$ cat src/rtl/countdown_timer_pkg.sv
// -----------------------------------------------------------------------------
// countdown_timer_pkg
// Shared definitions for the MM:SS countdown timer.
//   - bcd_t      : one 4-bit BCD digit
//   - state_t    : controller states IDLE / RUN / PAUSE / DONE
//   - ONES_MAX   : largest value of a ones digit (9)
//   - TENS_MAX   : largest value of a tens digit (5, minutes and seconds both)
//   - bcd_clamp  : saturate a digit to its limit so a register never holds
//                  a value outside the legal range for its position
// -----------------------------------------------------------------------------
package countdown_timer_pkg;

  typedef logic [3:0] bcd_t;

  typedef enum logic [1:0] {
    IDLE  = 2'd0,
    RUN   = 2'd1,
    PAUSE = 2'd2,
    DONE  = 2'd3
  } state_t;

  localparam bcd_t ONES_MAX = 4'd9;
  localparam bcd_t TENS_MAX = 4'd5;

  // Saturate a preset digit to the limit of its position.
  function automatic bcd_t bcd_clamp(input bcd_t d, input bcd_t limit);
    bcd_t r;
    if (d > limit) begin
      r = limit;
    end else begin
      r = d;
    end
    return r;
  endfunction

endpackage

$ cat src/rtl/bcd_down_digit.sv
// -----------------------------------------------------------------------------
// bcd_down_digit
// One registered BCD digit that counts down and wraps from 0 to its limit.
// Ports:
//   clk    in   system clock
//   reset  in   synchronous active-high reset, clears Q to 0
//   load   in   load D (saturated to limit) into Q; has priority over dec
//   dec    in   decrement Q, 0 wraps to limit
//   limit  in   [3:0] largest legal value of this digit (9 or 5)
//   D      in   [3:0] preset value
//   Q      out  [3:0] current digit (registered)
//   hit0   out  Q == 0; the parent uses it to gate the borrow into the
//               next more significant digit
// -----------------------------------------------------------------------------
module bcd_down_digit
  import countdown_timer_pkg::*;
(
  input  logic       clk,
  input  logic       reset,
  input  logic       load,
  input  logic       dec,
  input  logic [3:0] limit,
  input  logic [3:0] D,
  output logic [3:0] Q,
  output logic       hit0
);

  bcd_t r_q;

  // Digit register: reset > load > decrement.
  always_ff @(posedge clk) begin
    if (reset) begin
      r_q <= 4'd0;
    end else if (load) begin
      r_q <= bcd_clamp(D, limit);
    end else if (dec) begin
      if (r_q == 4'd0) begin
        r_q <= limit;
      end else begin
        r_q <= r_q - 4'd1;
      end
    end else begin
      r_q <= r_q;
    end
  end

  assign Q    = r_q;
  assign hit0 = (r_q == 4'd0);

endmodule

$ cat src/rtl/countdown_timer.sv
// -----------------------------------------------------------------------------
// countdown_timer
// MM:SS BCD countdown timer (max 59:59) with start / pause / cancel / alarm.
// Ports:
//   clk                 in   system clock, all state on rising edge
//   reset               in   synchronous active-high reset
//   tick                in   1 Hz one-cycle enable, counts one second in RUN
//   set                 in   load preset new_* (IDLE or PAUSE only)
//   start               in   enter RUN from IDLE/PAUSE when time is nonzero
//   stop                in   RUN->PAUSE, PAUSE->clear+IDLE, DONE->IDLE
//   new_min_t/min_o/sec_t/sec_o  in [3:0]  preset digits, clamped on load
//   min_t/min_o/sec_t/sec_o      out [3:0] current time, registered
//   running             out  high while in RUN
//   expired             out  one-cycle pulse when the count reaches 00:00
//   ring                out  high while in DONE
// Exactly one input is acted on per cycle, chosen by priority
// reset > stop > set > start > tick; lower-priority inputs asserted in the
// same cycle are discarded, even if the winning input has no effect.
// -----------------------------------------------------------------------------
module countdown_timer
  import countdown_timer_pkg::*;
(
  input  logic       clk,
  input  logic       reset,
  input  logic       tick,
  input  logic       set,
  input  logic       start,
  input  logic       stop,
  input  logic [3:0] new_min_t,
  input  logic [3:0] new_min_o,
  input  logic [3:0] new_sec_t,
  input  logic [3:0] new_sec_o,
  output logic [3:0] min_t,
  output logic [3:0] min_o,
  output logic [3:0] sec_t,
  output logic [3:0] sec_o,
  output logic       running,
  output logic       expired,
  output logic       ring
);

  state_t r_state;
  logic   r_running;
  logic   r_expired;
  logic   r_ring;

  state_t w_state_next;
  logic   w_load;
  logic   w_clear;
  logic   w_dec;
  logic   w_expire;
  logic   w_time_zero;
  logic   w_time_one;
  logic   w_hit0_so;
  logic   w_hit0_st;
  logic   w_hit0_mo;
  logic   w_hit0_mt;
  logic   w_dec_so;
  logic   w_dec_st;
  logic   w_dec_mo;
  logic   w_dec_mt;
  bcd_t   w_d_min_t;
  bcd_t   w_d_min_o;
  bcd_t   w_d_sec_t;
  bcd_t   w_d_sec_o;

  // Zero / one-second detection on the registered digits.
  always_comb begin
    w_time_zero = w_hit0_so & w_hit0_st & w_hit0_mo & w_hit0_mt;
    w_time_one  = (sec_o == 4'd1) & w_hit0_st & w_hit0_mo & w_hit0_mt;
  end

  // Next-state and digit-control decode with strict input priority.
  always_comb begin
    w_state_next = r_state;
    w_load       = 1'b0;
    w_clear      = 1'b0;
    w_dec        = 1'b0;
    w_expire     = 1'b0;
    if (stop) begin
      case (r_state)
        RUN:   w_state_next = PAUSE;
        PAUSE: begin
          w_load       = 1'b1;
          w_clear      = 1'b1;
          w_state_next = IDLE;
        end
        DONE:  w_state_next = IDLE;
        IDLE:  w_state_next = IDLE;
        default: w_state_next = IDLE;
      endcase
    end else if (set) begin
      if ((r_state == IDLE) || (r_state == PAUSE)) begin
        w_load = 1'b1;
      end else begin
        w_load = 1'b0;
      end
    end else if (start) begin
      if (((r_state == IDLE) || (r_state == PAUSE)) && !w_time_zero) begin
        w_state_next = RUN;
      end else begin
        w_state_next = r_state;
      end
    end else if (tick) begin
      // RUN always leaves at 00:01, so the zero guard only protects against
      // an underflow that should be unreachable.
      if ((r_state == RUN) && !w_time_zero) begin
        w_dec = 1'b1;
        if (w_time_one) begin
          w_state_next = DONE;
          w_expire     = 1'b1;
        end else begin
          w_state_next = r_state;
        end
      end else begin
        w_dec = 1'b0;
      end
    end else begin
      w_state_next = r_state;
    end
  end

  // Preset data: zeros when cancelling from PAUSE, else the new_* inputs.
  always_comb begin
    if (w_clear) begin
      w_d_min_t = 4'd0;
      w_d_min_o = 4'd0;
      w_d_sec_t = 4'd0;
      w_d_sec_o = 4'd0;
    end else begin
      w_d_min_t = new_min_t;
      w_d_min_o = new_min_o;
      w_d_sec_t = new_sec_t;
      w_d_sec_o = new_sec_o;
    end
  end

  // Borrow ripple: a digit steps only when every lower digit is at zero.
  always_comb begin
    w_dec_so = w_dec;
    w_dec_st = w_dec_so & w_hit0_so;
    w_dec_mo = w_dec_st & w_hit0_st;
    w_dec_mt = w_dec_mo & w_hit0_mo;
  end

  bcd_down_digit u_sec_o (
    .clk   (clk),
    .reset (reset),
    .load  (w_load),
    .dec   (w_dec_so),
    .limit (ONES_MAX),
    .D     (w_d_sec_o),
    .Q     (sec_o),
    .hit0  (w_hit0_so)
  );

  bcd_down_digit u_sec_t (
    .clk   (clk),
    .reset (reset),
    .load  (w_load),
    .dec   (w_dec_st),
    .limit (TENS_MAX),
    .D     (w_d_sec_t),
    .Q     (sec_t),
    .hit0  (w_hit0_st)
  );

  bcd_down_digit u_min_o (
    .clk   (clk),
    .reset (reset),
    .load  (w_load),
    .dec   (w_dec_mo),
    .limit (ONES_MAX),
    .D     (w_d_min_o),
    .Q     (min_o),
    .hit0  (w_hit0_mo)
  );

  bcd_down_digit u_min_t (
    .clk   (clk),
    .reset (reset),
    .load  (w_load),
    .dec   (w_dec_mt),
    .limit (TENS_MAX),
    .D     (w_d_min_t),
    .Q     (min_t),
    .hit0  (w_hit0_mt)
  );

  // Controller state and registered status outputs, decoded from next state
  // so they change on the same edge as the state itself.
  always_ff @(posedge clk) begin
    if (reset) begin
      r_state   <= IDLE;
      r_running <= 1'b0;
      r_expired <= 1'b0;
      r_ring    <= 1'b0;
    end else begin
      r_state   <= w_state_next;
      r_running <= (w_state_next == RUN);
      r_expired <= w_expire;
      r_ring    <= (w_state_next == DONE);
    end
  end

  assign running = r_running;
  assign expired = r_expired;
  assign ring    = r_ring;

endmodule

$ cat config.mk
export PLATFORM = sky130hd
export DESIGN_NAME = countdown_timer
export DESIGN_NICKNAME = d
export VERILOG_FILES = /design/src/rtl/countdown_timer_pkg.sv /design/src/rtl/bcd_down_digit.sv /design/src/rtl/countdown_timer.sv
export SDC_FILE = /design/constraint.sdc
export NUM_CORES = 1
export LEC_CHECK = 0
export BUFFER_PORTS_ARGS = -buffer_cell sky130_fd_sc_hd__buf_2
export CAP_MARGIN = 30
export CORE_ASPECT_RATIO = 1.75
export CORE_UTILIZATION = 40
export CTS_BUF_LIST = sky130_fd_sc_hd__clkbuf_8 sky130_fd_sc_hd__clkbuf_16
export DETAILED_ROUTE_END_ITERATION = 10
export MAX_ROUTING_LAYER = met4
export PLACE_DENSITY_LB_ADDON = 0.2
export REMOVE_ABC_BUFFERS = 1
export SLEW_MARGIN = 20
export SYNTH_ARGS = -nofsm -noshare
export SYNTH_HDL_FRONTEND = slang
export SYNTH_SLANG_ARGS = --single-unit
export TNS_END_PERCENT = 20
$ cat constraint.sdc
create_clock -name clk -period 2.4 [get_ports clk]
set_clock_uncertainty 0.2 [all_clocks]
set_input_delay 0.12 -clock clk [delete_from_list [all_inputs] [get_ports clk]]
set_output_delay 0.12 -clock clk [all_outputs]
set_load 0.03 [all_outputs]
==> results.json, run 1 <==
{
  "status": "completed",
  "min_path_cells": 3,
  "worstSetupPathType": "in -> reg",
  "setup_tns_ns": 0,
  "start_util_pct": 42.2,
  "relSlewSlack_pct": 62.4,
  "synthFlopType": "dfxtp_1",
  "antenna_found_initial": 0,
  "path_buf_inv": 2,
  "reg2reg_to": "u_min_o.Q[2]",
  "vias": 1574,
  "rsz0062_at_grt": "false",
  "setup_violations": 0,
  "synth-seq-cells": 21,
  "drt_iter0_drc": 51,
  "synth_area_per_cell_sq_um": 8.73,
  "wirelength_um": 4070,
  "grt_max_degree": 17,
  "final.setup.worst_slack_ns": 0.197,
  "final_common_cell": "buf_2",
  "diodes": 0,
  "place_inst": 245,
  "p_leak_nw": 0.719,
  "cts_resized": 0,
  "die_width_um": 47.5,
  "cts-htree-levels": 1,
  "port_buffers": 40,
  "reg2reg_depth": 4,
  "hold_class": "in -> reg",
  "grt_usage_pct": 23.7,
  "clk_path_buf_depth": 2,
  "layout.nets": 230,
  "fmax_mhz": 454,
  "fill_cells": 370,
  "fin_crit_sh_pct": 91.8,
  "hp-start": "new_sec_o[1]",
  "worstPathRequired_ns": 2.35,
  "mostFrequentLayoutCells": "40 x buf_2, 21 x dfxtp_1, 17 x nand2_1, 9 x o21ai_0, 9 x nor2_1",
  "drive_above_1_share_pct": 31.9,
  "fin_crit_ns": 2.20,
  "multi_input_area_sq_um": 962,
  "pre_cts_slack_ns": 0.458,
  "synth-edff-count": 0,
  "rows": 28,
  "wl_per_cell_um": 16.2,
  "holdWs_ns": 0.00246,
  "grt-ovfl-total": 0,
  "synthCells": 166,
  "whs_endpoint": "u_sec_o.Q[1]",
  "drc": 0,
  "ctsRootBufferMaster": "clkbuf_8",
  "crit_family": "simple AND/OR/NAND/NOR gates",
  "async_reset_ff_share_pct": 0,
  "drv_slew": 0,
  "synth_top_cell_area_share_pct": 29.0,
  "clkSinkCount": 21,
  "gp_congestion": 1.01,
  "r2r_start": "r_state[0]",
  "firstDrtPassIters": 4,
  "yosys_warnings": 0,
  "core_sq_um": 3430,
  "avgViaCountPerCell": 6.25,
  "cts_buffers": 3,
  "clk_latency_ns": 0.26,
  "drv_cap": 0,
  "synth_area_sq_um": 1450,
  "ys_seq_area_share_pct": 29.0,
  "synth_top_area_cell": "dfxtp_1",
  "synth_area_leaders": "dfxtp_1 29%, nand2_1 4.4%, nor4_4 4.4%",
  "synth_cell_types": 60,
  "grt_pass1_wl_um": 6520,
  "post_cts_buffers": 0,
  "antenna_left": 0,
  "path_max_fanout": 10,
  "regArea_sq_um": 420,
  "peakVddDrop_mv": 0.350,
  "cp_slowest_cell": "or3b_1",
  "slowest_delay_ns": 0.58,
  "cts_tree": "done",
  "crit_path_end_kind": "flip-flop",
  "powerDensity_nw_per_um2": 560,
  "worst-endpoint-arrival_ns": 2.15,
  "r2r_slack_ns": 0.40,
  "finalNonFillerCells": 252,
  "io_pins": 41,
  "worst_pin_slew_ns": 0.560,
  "die-area_sq_um": 3880,
  "worstPathCellList": "dlygate4sd3_1, buf_2, or3b_1, nand2_2, a21oi_1, o32ai_1",
  "hold_viol": 0,
  "dieHeight_um": 81.6,
  "grt_pass1_vias": 1516,
  "dp_hpwl_um": 3200,
  "clk_pin_slew_ns": 0.08,
  "startpoint_type": "primary input",
  "area_growth_pct": 21.0
}
-- power by group --
group | switching (mW) | internal (mW)
clock | 0.117 | 0.116
sequential | 0.0464 | 0.370
combinational | 0.201 | 0.132
total | 0.364 | 0.617
-- cell usage after synthesis, types with 4 or more instances --
master,count
nand3_1,7
nor3_1,5
o21ai_0,9
inv_1,6
dfxtp_1,21
nor2_1,9
a21oi_1,4
o32ai_1,4
a211oi_1,6
buf_2,5
nand2_1,17
-- cell families (layout without fill, tap and decap cells) --
| family | Yosys count | count (layout) | share of synthesized area (%) |
|---|---|---|---|
| AOI/OAI and AO/OA | 55 | 55 | 28.9 |
| buffers and inverters | 14 | 55 | 4.58 |
| DFF | 21 | 21 | 29.0 |
| muxes | 2 | 2 | 1.38 |
| and+or+nand+nor | 74 | 74 | 36.1 |
-- worst reg2reg max path: cells and delay by family (launching register included) --
kind            cells  cell delay [ns]
flops               1             0.38
simple gates        2             0.82
compound gates      2             0.49
-- sequential cells by signal, indices dropped and copies added, names as in the netlist --
name	cells
u_min_o.Q	4
u_min_t.Q	4
u_sec_o.Q	4
u_sec_t.Q	4
r_state	2
expired	1
running	1
ring	1
-- layout make-up --
class	instances	share of cell area, %
multi-input cells	131	54.9
flip-flops and latches	21	24.0
repair buffers	45	14.0
well taps	45	3.21
clock buffers	3	2.36
inverters	6	1.28
clock inverters	1	0.286
-- metal layers --
| layer | global-route usage [%] | up-vias | part of all wire (%) |
|---|---|---|---|
| met4 | 13.7 | 0 | 3.6 |
| li1 | - | 745 | - |
| met1 | 24.1 | 747 | 39 |
| met3 | 2.42 | 22 | 3.9 |
| met5 | - | - | 0 |
| met2 | 41.5 | 60 | 53 |
-- worst max-delay path by stage --
stage	start	depth (start not counted)	end	slack, ns
floorplan	u_min_t.Q[0]	4	u_sec_t.Q[0]	0.45
global placement	r_state[0]	4	u_min_t.Q[0]	0.49
detailed placement	r_state[0]	4	u_min_t.Q[0]	0.46
CTS	stop	6	u_min_t.Q[0]	0.25
global route	stop	6	u_min_t.Q[0]	0.15
finish	stop	6	u_min_o.Q[2]	0.20
-- metrics by stage --
stage	area (sq um)	power, mW	util [%]
finish	1750	0.981	51.1
global route	1750	1.03	51.1
CTS	1750	0.983	51.1
detailed placement	1680	0.750	48.8
global placement	1680	0.743	48.8
floorplan	1410	0.648	-
-- timing repair --
item,in CTS,in global routing
hold buffers,3,0
setup endpoints to repair,0,0
endpoints found under the hold margin,4,0
Note: power is estimated with default switching activity, not from simulation.
==> run 2, diff against run 1 <==
ABC_AREA = 1   (was unset)
==> results.json, run 2 <==
{
  "fin_crit_ns": 2.03,
  "r2r_start": "u_min_t.Q[0]",
  "reg2reg_depth": 7,
  "clk_latency_ns": 0.28,
  "p_leak_nw": 0.875,
  "port_buffers": 40,
  "finish.utilization_pct": 51.1,
  "rsz0062_at_grt": "false",
  "min_path_cells": 5,
  "die_width_um": 47.0,
  "path_max_fanout": 6,
  "firstDrtPassIters": 4,
  "worstSetupPathType": "reg -> reg",
  "synth.most_common_cell": "nand2_1",
  "relSlewSlack_pct": 71.1,
  "cts_resized": 0,
  "setup.worst_path.end": "expired",
  "hold_buffers": 4,
  "drive_above_1_share_pct": 28.1,
  "gp_congestion": 0.801,
  "hold_viol": 0,
  "core_sq_um": 3400,
  "grt_usage_pct": 22.9,
  "grt_pass1_vias": 1434,
  "fin_crit_sh_pct": 84.6,
  "area_growth_pct": 22.5,
  "crit_start": "u_min_t.Q[0]",
  "clk_pin_slew_ns": 0.09,
  "powerDensity_nw_per_um2": 588,
  "r2r_slack_ns": 0.37,
  "synth_cell_types": 34,
  "synth_area_per_cell_sq_um": 6.60,
  "start_util_pct": 41.8,
  "worst-endpoint-arrival_ns": 2.06,
  "startpoint_type": "flip-flop",
  "avgViaCountPerCell": 5.13,
  "synth-edff-count": 0,
  "antenna_left": 0,
  "fmax_mhz": 492,
  "synthFlopType": "dfxtp_1",
  "antenna_found_initial": 0,
  "ctsRootBufferMaster": "clkbuf_8",
  "drv_cap": 0,
  "synth_area_leaders": "dfxtp_1 30%, nand2_1 11%, o21ai_0 8.5%",
  "reg2reg_to": "expired",
  "worst_pin_slew_ns": 0.430,
  "status": "completed",
  "io_pins": 41,
  "crit_path_end_kind": "flip-flop",
  "worstPathCellList": "nor2_2, nand2_1, nor2_4, a21oi_2, nand3_1, nor3_1, dlygate4sd3_1",
  "clk_path_buf_depth": 2,
  "synth_top_area_cell": "dfxtp_1",
  "layout.nets": 283,
  "wirelength_um": 3900,
  "slowest_delay_ns": 0.56,
  "drt_iter0_drc": 38,
  "synth_area_sq_um": 1420,
  "worstPathRequired_ns": 2.43,
  "hold_class": "in -> reg",
  "synth_common_cells": "43 x nand2_1, 30 x nor2_1, 24 x o21ai_0",
  "cts-htree-levels": 1,
  "peakVddDrop_mv": 0.356,
  "setup_violations": 0,
  "cp_slowest_cell": "dlygate4sd3_1",
  "drv_slew": 0,
  "async_reset_ff_share_pct": 0,
  "wl_per_cell_um": 12.8,
  "cts_buffers": 3,
  "grt-ovfl-total": 0,
  "diodes": 0,
  "grt_pass1_wl_um": 6050,
  "ys_seq_area_share_pct": 29.6,
  "dieHeight_um": 80.8,
  "die-area_sq_um": 3800,
  "setup_tns_ns": 0,
  "final_common_cell": "nand2_1",
  "clkSinkCount": 21,
  "rows": 28,
  "synth-seq-cells": 21,
  "dp_hpwl_um": 3050,
  "synth_top_cell_area_share_pct": 29.6,
  "synthCells": 215,
  "mostFrequentLayoutCells": "43 x nand2_1, 40 x buf_2, 30 x nor2_1, 24 x o21ai_0",
  "grt_max_degree": 18,
  "drc": 0,
  "post_cts_buffers": 0,
  "yosys_warnings": 0,
  "cts_tree": "done",
  "vias": 1566
}
run 2: changes by cell type after synthesis, sizes merged, moves of 4 or more:
cell,delta
a211oi,-7
o32ai,-4
o21ai,+17
inv,+21
nand2,+32
nor2,+27
a21oi,+10
nor4,-7
nand3,+8
run 2: routing by layer:
| metal | track usage (%) | up-vias | part of all wire, % |
|---|---|---|---|
| li1 | - | 798 | - |
| met1 | 23.3 | 715 | 40 |
| met2 | 41.1 | 44 | 54 |
| met3 | 1.33 | 9 | 2.6 |
| met4 | 12.3 | 0 | 3.5 |
| met5 | - | - | 0 |
run 2: how the worst min path moves through the flow:
stage | slack (ns) | endpoint | startpoint
after global placement | 0.16 | expired | start
after detailed placement | 0.16 | expired | start
after global routing | 0.02 | r_state[1] | stop
after floorplan | -0.01 | u_min_o.Q[0] | reset
after CTS | 0.01 | r_state[1] | stop
final | 0.02 | u_sec_o.Q[0] | new_sec_o[0]
run 2: logic make-up after synthesis:
kind of cell,synth area share (%)
AO/OA/AOI/OAI,19.0
XOR/XNOR,1.23
buffers and inverters,9.17
flip-flops,29.6
AND/OR/NAND/NOR,40.9
run 2: power by group:
| group | switching, mW | internal (mW) | total (mW) |
|---|---|---|---|
| Clock | 0.131 | 0.116 | 0.248 |
| Sequential | 0.0334 | 0.373 | 0.407 |
| Combinational | 0.245 | 0.122 | 0.367 |
run 2: cell type report:
cell class,count,area (sq um)
Inverter,27,106
Clock buffer,3,41.3
Multi-Input combinational cell,164,868
Tap cell,45,56.3
Timing Repair Buffer,44,240
Fill cell,375,1660
Clock inverter,1,5.00
Sequential cell,21,420
run 2: critical path, delay by kind of cell (launching register included):
kind                   cells  cell delay [ns]
buffers and inverters      1             0.56
and+or+nand+nor            5             0.55
AOI/OAI and AO/OA          1             0.21
DFF                        1             0.45
run 2: stage by stage:
step	setup WS (ns)	power [mW]	instances	hold slack [ns]	cell area [sq um]
2_1_floorplan	0.686	0.674	212	-0.0109	1400
3_3_place_gp	0.594	0.778	297	0.160	1650
3_5_place_dp	0.592	0.777	297	0.158	1650
4_1_cts	0.379	1.03	305	0.0133	1740
5_1_grt	0.237	1.08	305	0.0177	1740
6_report	0.368	1.02	305	0.0187	1740
